==> src/rtl/gb_host_bridge.sv <==
// Byte-serial command bridge that issues single-cycle ghostbus writes and read strobes.
// Define GB_BRIDGE_TIMEOUT_EN to abandon packets that stall mid-stream for TO_CYCLES cycles.
module gb_host_bridge #(
    parameter int unsigned GB_AW     = 24,
    parameter int unsigned GB_DW     = 32,
    parameter int unsigned RD_LAT    = 2,
    parameter int unsigned TO_CYCLES = 1000
) (
    input  logic             gb_clk,
    input  logic             rst,
    input  logic [7:0]       in_data,
    input  logic             in_valid,
    output logic             in_ready,
    output logic [7:0]       out_data,
    output logic             out_valid,
    input  logic             out_ready,
    output logic [GB_AW-1:0] gb_addr,
    output logic [GB_DW-1:0] gb_wdata,
    input  logic [GB_DW-1:0] gb_rdata,
    output logic             gb_wen,
    output logic             gb_rstb,
    output logic             busy,
    output logic [7:0]       bad_cmd_cnt
);

    localparam int unsigned AB   = GB_AW / 8;
    localparam int unsigned DB   = GB_DW / 8;
    localparam int unsigned MAXB = (AB > DB) ? AB : DB;
    localparam int unsigned BCW  = $clog2(MAXB + 1);
    localparam int unsigned LCW  = $clog2(RD_LAT + 1);

    localparam logic [BCW-1:0] A_LAST   = BCW'(AB - 1);
    localparam logic [BCW-1:0] D_LAST   = BCW'(DB - 1);
    localparam logic [LCW-1:0] LAT_LAST = LCW'(RD_LAT);

    if ((GB_AW % 8 != 0) || (GB_DW % 8 != 0) || (GB_AW == 0) || (GB_DW == 0) ||
        (RD_LAT < 1) || (RD_LAT > 15) || (TO_CYCLES < 1)) begin : g_param_check
        $error("gb_host_bridge: illegal parameter combination");
    end

    typedef enum logic [2:0] {
        StIdle,
        StAddr,
        StData,
        StWstb,
        StRstb,
        StRwait,
        StResp
    } state_e;

    state_e           state;
    logic             is_write;
    logic [BCW-1:0]   byte_cnt;
    logic [LCW-1:0]   lat_cnt;
    logic [GB_AW-1:0] addr_sh;
    logic [GB_DW-1:0] wdata_sh;
    logic [GB_DW-1:0] resp_sh;
    logic [GB_AW-1:0] addr_nxt;
    logic [GB_DW-1:0] wdata_nxt;
    logic             accept;

`ifdef GB_BRIDGE_TIMEOUT_EN
    localparam int unsigned TCW = $clog2(TO_CYCLES + 1);
    localparam logic [TCW-1:0] TO_LAST = TCW'(TO_CYCLES - 1);
    logic [TCW-1:0] to_cnt;
`endif

    assign in_ready = (state == StIdle) || (state == StAddr) || (state == StData);
    assign busy     = (state != StIdle);
    assign accept   = in_valid && in_ready;
    assign out_data = resp_sh[GB_DW-1 -: 8];

    // Bytes land at their MSB-first position, so the shadow plus the current byte is the full word.
    always_comb begin
        addr_nxt  = addr_sh;
        wdata_nxt = wdata_sh;
        for (int unsigned i = 0; i < AB; i++) begin
            if (byte_cnt == BCW'(AB - 1 - i)) begin
                addr_nxt[8*i +: 8] = in_data;
            end
        end
        for (int unsigned i = 0; i < DB; i++) begin
            if (byte_cnt == BCW'(DB - 1 - i)) begin
                wdata_nxt[8*i +: 8] = in_data;
            end
        end
    end

    always_ff @(posedge gb_clk) begin
        if (rst) begin
            state       <= StIdle;
            is_write    <= 1'b0;
            byte_cnt    <= '0;
            lat_cnt     <= '0;
            addr_sh     <= '0;
            wdata_sh    <= '0;
            resp_sh     <= '0;
            gb_addr     <= '0;
            gb_wdata    <= '0;
            gb_wen      <= 1'b0;
            gb_rstb     <= 1'b0;
            out_valid   <= 1'b0;
            bad_cmd_cnt <= '0;
`ifdef GB_BRIDGE_TIMEOUT_EN
            to_cnt      <= '0;
`endif
        end else begin
            gb_wen  <= 1'b0;
            gb_rstb <= 1'b0;

            unique case (state)
                StIdle: begin
                    if (accept) begin
                        byte_cnt <= '0;
                        if (in_data == 8'h01) begin
                            is_write <= 1'b1;
                            state    <= StAddr;
                        end else if (in_data == 8'h02) begin
                            is_write <= 1'b0;
                            state    <= StAddr;
                        end else if (bad_cmd_cnt != 8'hFF) begin
                            bad_cmd_cnt <= bad_cmd_cnt + 8'd1;
                        end
                    end
                end
                StAddr: begin
                    if (accept) begin
                        addr_sh <= addr_nxt;
                        if (byte_cnt == A_LAST) begin
                            byte_cnt <= '0;
                            if (is_write) begin
                                state <= StData;
                            end else begin
                                gb_addr <= addr_nxt;
                                gb_rstb <= 1'b1;
                                state   <= StRstb;
                            end
                        end else begin
                            byte_cnt <= byte_cnt + BCW'(1);
                        end
                    end
                end
                StData: begin
                    if (accept) begin
                        wdata_sh <= wdata_nxt;
                        if (byte_cnt == D_LAST) begin
                            byte_cnt <= '0;
                            gb_addr  <= addr_sh;
                            gb_wdata <= wdata_nxt;
                            gb_wen   <= 1'b1;
                            state    <= StWstb;
                        end else begin
                            byte_cnt <= byte_cnt + BCW'(1);
                        end
                    end
                end
                StWstb: begin
                    state <= StIdle;
                end
                StRstb: begin
                    lat_cnt <= LCW'(1);
                    state   <= StRwait;
                end
                StRwait: begin
                    // lat_cnt equals the number of cycles elapsed since the strobe cycle.
                    if (lat_cnt == LAT_LAST) begin
                        resp_sh   <= gb_rdata;
                        out_valid <= 1'b1;
                        byte_cnt  <= '0;
                        state     <= StResp;
                    end else begin
                        lat_cnt <= lat_cnt + LCW'(1);
                    end
                end
                StResp: begin
                    if (out_valid && out_ready) begin
                        if (byte_cnt == D_LAST) begin
                            out_valid <= 1'b0;
                            state     <= StIdle;
                        end else begin
                            resp_sh  <= resp_sh << 8;
                            byte_cnt <= byte_cnt + BCW'(1);
                        end
                    end
                end
                default: begin
                    state <= StIdle;
                end
            endcase

`ifdef GB_BRIDGE_TIMEOUT_EN
            if (((state == StAddr) || (state == StData)) && !accept) begin
                if (to_cnt == TO_LAST) begin
                    to_cnt <= '0;
                    state  <= StIdle;
                    if (bad_cmd_cnt != 8'hFF) begin
                        bad_cmd_cnt <= bad_cmd_cnt + 8'd1;
                    end
                end else begin
                    to_cnt <= to_cnt + TCW'(1);
                end
            end else begin
                to_cnt <= '0;
            end
`endif
        end
    end

endmodule

==> config.mk <==
export PLATFORM = sky130hd
export DESIGN_NAME = gb_host_bridge
export DESIGN_NICKNAME = d
export VERILOG_FILES = /design/src/rtl/gb_host_bridge.sv
export SDC_FILE = /design/constraint.sdc
export NUM_CORES = 1
export LEC_CHECK = 0
export CORE_MARGIN = 1.5
export CORE_UTILIZATION = 45
export DETAILED_ROUTE_END_ITERATION = 7
export HOLD_SLACK_MARGIN = 0.06
export PLACE_DENSITY = 0.7
export SETUP_SLACK_MARGIN = 0.02
export SLEW_MARGIN = 20
export SYNTH_ARGS = -nofsm -noshare
export SYNTH_HDL_FRONTEND = slang
export SYNTH_SLANG_ARGS = --single-unit
==> constraint.sdc <==
create_clock -name gb_clk -period 2.36 [get_ports gb_clk]
set_input_delay 0.354 -clock gb_clk [delete_from_list [all_inputs] [get_ports gb_clk]]
set_output_delay 0.354 -clock gb_clk [all_outputs]
set_load 0.005 [all_outputs]
# Yosys cells after proc, flatten, opt, wreduce, memory -nomap -nowiden

Cells that the tools add are included.
Widths: inputs -> output; s select.

Flip-flop bits (word level): 164
Input port bits: 44
Output and inout port bits: 77
Word-level logic and storage cells: 119

Add/sub/neg operators: 3
Equal/unequal tests: 24
Reduce and logical (&&, ||, !) cells: 25
Bitwise gates (word level): 6
Mux-type cells: 48

Operators by type and width:

| kind                | count |
|---|---|
| $mux 24             | 5 |
| $mux 32             | 3 |
| $pmux 32 s2         | 1 |
| $mux 3              | 19 |
| $mux 8              | 7 |
| $pmux 24 s2         | 1 |
| $ne 2x2->1 const B  | 9 |
| $pmux 3 s6          | 1 |
| $pmux 3 s5          | 1 |
| $eq 3x2->1 const B  | 3 |
| $eq 3x3->1 const B  | 3 |
| $reduce_and 9->1    | 1 |
| $add 8x1->8 const B | 1 |
| $eq 8x1->1 const B  | 1 |
| $eq 8x2->1 const B  | 1 |
| $ne 8x8->1 const B  | 1 |
| $reduce_and 4->1    | 2 |
| $reduce_bool 2->1   | 4 |
| $mux 1              | 7 |
| $reduce_and 7->1    | 1 |
| $eq 3x1->1 const B  | 2 |
| $logic_not 3->1     | 2 |
| $not 1->1           | 6 |
| $reduce_and 2->1    | 3 |
| 17 further kinds    | 21 |

# Depth between registers and ports, before layout

Depth after elaboration: 6
Gate-level depth with buffers: 10
Gate-level depth less buffers: 7

# Least setup slack after synthesis

OpenSTA, ideal clock, no wires.

Path kind: register to register
Start: register byte_cnt[0]
End: register resp_sh[2]
Arrival time: 1.894 ns
Slack: 0.338 ns
Stages on the path, launching flop included: 11
Clock period less this slack: 2.022 ns
Data required time: 2.232 ns
Setup time: 0.128 ns
Buffers on the path: 3
Path through: dfxtp_1 > ha_1 > ha_1 > clkbuf_1 > inv_1 > a32o_2 > and2_1 > buf_6 > buf_2 > a31oi_1 > nor2_1

Word-level cells in the longest chain between the ends: 3

Ends and longest elaborated chain:

| element                           | line | text |
|---|---|---|
| start: declaration                | 53   | `logic [BCW-1:0] byte_cnt;` |
| start signal: assignment          | 139  | `byte_cnt <= byte_cnt + BCW'(1);` |
| start signal: assignment          | 153  | `byte_cnt <= byte_cnt + BCW'(1);` |
| start signal: assignment          | 182  | `byte_cnt <= byte_cnt + BCW'(1);` |
| $eq 3x2->1                        | 177  | `if (byte_cnt == D_LAST) begin` |
| $ne 2x2->1 (no source line)       | -    |  |
| $reduce_and 4->1 (no source line) | -    |  |
| end signal: assignment            | 167  | `resp_sh <= gb_rdata;` |
| end signal: assignment            | 181  | `resp_sh <= resp_sh << 8;` |
| end: declaration                  | 57   | `logic [GB_DW-1:0] resp_sh;` |

No other way between the ends.
A chain may end at the register's enable or synchronous reset.

# Worst setup path in the final report

Start: register state[0]
End: register gb_addr[23]

Word-level cells in the longest chain between the ends: 6
Elaborated cells on any way between the ends: 14
Classes of those cells: 7 x eq/ne; 1 x mux; 6 x reduce/logical

Ends and longest elaborated chain:

| element                                       | line    | text |
|---|---|---|
| start: declaration                            | 51      | `state_e state;` |
| start signal: assignment                      | 91      | `state <= StIdle;` |
| start signal: assignment                      | 117     | `state <= StAddr;` |
| start signal: assignment                      | 120     | `state <= StAddr;` |
| $eq 3x1->1 or $logic_not 3->1 (tied branches) | 68, 111 |  |
| $logic_or 1x1->1 (2 in a row)                 | 68      | `assign in_ready = (state == StIdle) \|\| (state == StAddr) \|\| (state == StData);` |
| $logic_and 1x1->1                             | 70      | `assign accept = in_valid && in_ready;` |
| $ne 2x2->1 (no source line)                   | -       |  |
| $reduce_and 6->1 (no source line)             | -       |  |
| end signal: assignment                        | 134     | `gb_addr <= addr_nxt;` |
| end signal: assignment                        | 148     | `gb_addr <= addr_sh;` |
| end: declaration                              | 17      | `output logic [GB_AW-1:0] gb_addr,` |

Parallel ways exist; a longest one is shown, timed or not.

==> metrics.yaml <==
clock_network:
  cts.htree.levels: 4
  path_clk_slew_ns: 0.06
  cts_hold_buffers: 0
  cts_setup_buffers: 0
  root_buffer: "clkbuf_16"
  cts_tree: "built"
  clockBufferDepth: 2
  insertion_delay_ns: 0.42
  cts_buffers: 17
  ctsResizeCount: 0
  cts_sinks: 156
layout:
  regArea_mm2: 0.003124
  multi_input_area_mm2: 0.003234
  fin_nets: 932
  final_cell_area_mm2: 0.008725
  antennaDiodeCount: 0
  area_delta_synth_final_pct: 29.15
  drive_gt1_frac: 0.08511
  final_common_cell: "dfxtp_1"
  fillers: 1264
  final_cell_mix: "155 x dfxtp_1, 119 x clkdlybuf4s50_1, 112 x nand2_1"
timing:
  post-route-period-util: 0.8828
  finalSetupViolCount: 0
  fin_skew_ns: 0.01268
  layout_min_cycle_time_ns: 2.084
  fmax_mhz: 480.0
  tns_ns: 0
  slew_headroom: 0.3901
  hold_viol: 0
  grt_setup_unrepaired: "no"
  worst_slew_pin_slew_ns: 0.9130
  layout_setup_ws_ns: 0.2765
  final_max_slew_viol_count: 0
worst_setup_path:
  path_cells: "buf_4 > nor3b_2 > nor2b_1 > mux2i_1 > a211oi_1"
  worstSetupPathType: "reg -> reg"
  endpoint_kind: "flip-flop"
  max_stage_delay_ns: 0.71
  crit_arrival_ns: 2.41
  crit_buf_inv: 1
  setup.worst_path.start_class: "flip-flop"
  path_max_fanout: 9
  critPathTopFamily: "simple AND/OR/NAND/NOR gates"
  slowest_stage: "nor2b_1"
  cp.required_ns: 2.69
yosys:
  yosys_register_bits: 156
  syn-num-nets: 848
  yosysWarnings: 0
  async_reset_ff_frac: 0
  syn_area_per_cell_um2: 8.486
  synthFlopType: "dfxtp_1"
  synth_cells: 796
  synth.distinct_cells: 52
  syn_area_mm2: 0.006755
  seq_area_frac_synth: 0.4623
  synth-edff-count: 0
detailed_routing:
  routed_wirelength_um: 17110
  firstDrtPassIters: 4
  via_count: 6014
  wire_per_inst_um: 15.88
  ant_nets: 0
  drtIter0Drc: 459
  drc: 0
  via_per_inst: 5.584
status:
  outcome: "finished clean"
floorplan:
  pin_count: 121
  rows: 44
  die_area_mm2: 0.01576
  fp.dieH_um: 125.5
  coreArea_mm2: 0.01459
  die_w_um: 125.5
  initial_core_util: 0.4630
power:
  irDropWorstVdd_uv: 464.9
  p_per_area_mw_per_mm2: 654.9
  p_leak_nw: 2.945
grt:
  grt_pass1_vias: 5500
  grtUsageTotal: 0.2149
  grt_pass1_wl_um: 27640
  gr-total-overflow: 0
  antenna_found_initial: 0
  grt_max_degree: 126
placed_design:
  place_area_mm2: 0.008113
  pre_cts_ws_ns: 0.05218
  dp_hpwl_um: 11490
  portBuffers: 120
  place_congestion: 0.8198
min_path:
  hold_path_class: "reg -> reg"
flow_run:
  maxCapViolCount: 0
metrics by stage:
stage,util,std cells,total power (W),hold slack [ns]
floorplan,-,796,0.002823,0.4356
global placement,0.5561,1045,0.002964,0.4399
detailed placement,0.5561,1045,0.002969,0.4461
CTS,0.5980,1077,0.005743,0.4545
global route,0.5980,1077,0.005884,0.4713
finish,0.5980,1077,0.005714,0.4528
tightest hold or removal path, cell delays in order (launching register included):
cell and delay (ns):
dfxtp_1 0.30, nand2_1 0.05, a21oi_1 0.05
final timing paths:
kind,endpoint,slack (ns),cells after the start,start
worst max register to register,gb_addr[23]$_SDFFE_PP0P_,0.28,5,state[0]$_SDFFE_PP0P_
worst min register to register,addr_sh[23]$_SDFFE_PP0P_,0.45,2,addr_sh[23]$_SDFFE_PP0P_
worst min-delay path,addr_sh[23]$_SDFFE_PP0P_,0.45,2,addr_sh[23]$_SDFFE_PP0P_
worst max-delay path,gb_addr[23]$_SDFFE_PP0P_,0.28,5,state[0]$_SDFFE_PP0P_
flip-flops by register name, summed over array words and instances, names as in the netlist:
register / cells
bad_cmd_cnt: 8
is_write: 1
out_valid: 1
wdata_sh: 24
lat_cnt: 2
resp_sh: 32
gb_wdata: 32
gb_wen: 1
byte_cnt: 3
gb_addr: 24
addr_sh: 24
state: 3
gb_rstb: 1
metal layers:
metal,GRT usage,share of wire,vias up
li1,-,-,2961
met1,0.2873,0.45,2865
met2,0.3427,0.48,164
met3,0.04151,0.050,24
met4,0.08489,0.019,0
met5,0,0,-
Yosys cell counts, types with 4 or more instances:
cell type,instances,area share
xnor2_1,7,0.0091
nor2b_1,8,0.0074
o21ai_0,26,0.019
mux2i_1,51,0.076
clkbuf_1,47,0.026
a31oi_1,9,0.0083
nor3b_1,4,0.0044
inv_1,9,0.0050
a21boi_0,9,0.010
a311oi_1,25,0.032
nor3_1,7,0.0052
nand3_1,75,0.056
nor2_1,70,0.039
buf_4,9,0.010
buf_2,23,0.017
nand2_1,112,0.062
dfxtp_1,156,0.46
a22o_1,7,0.0091
ha_1,8,0.015
a21oi_1,62,0.046
a211oi_1,26,0.029
o21ai_1,4,0.0030
report_power, final:
group          switching [W]  internal, W  leakage [nW]
registers         0.00000757      0.00264          1.26
logic               0.000145     0.000121          1.39
clock network        0.00105      0.00175         0.296
area by class of cell:
cell class                 count  area share
clock buffer                  22     0.05435
timing repair buffer         150      0.1704
inverter                      10    0.004302
tap                          184     0.02639
multi-input combinational    545      0.3707
clock inverter                10     0.01578
sequential                   156      0.3581
cell families (layout without fill, tap and decap cells):
family / count (synthesis) / after routing / synth area share
AND/OR/NAND/NOR: 298 / 298 / 0.2013
AO/OA/AOI/OAI: 181 / 181 / 0.1734
flip-flops: 156 / 156 / 0.4623
buffers and inverters: 95 / 192 / 0.06353
multiplexers: 51 / 51 / 0.07557
adder cells (fa/ha/maj): 8 / 8 / 0.01482
XOR/XNOR: 7 / 7 / 0.009076
Note: power is estimated with default switching activity, not from simulation.
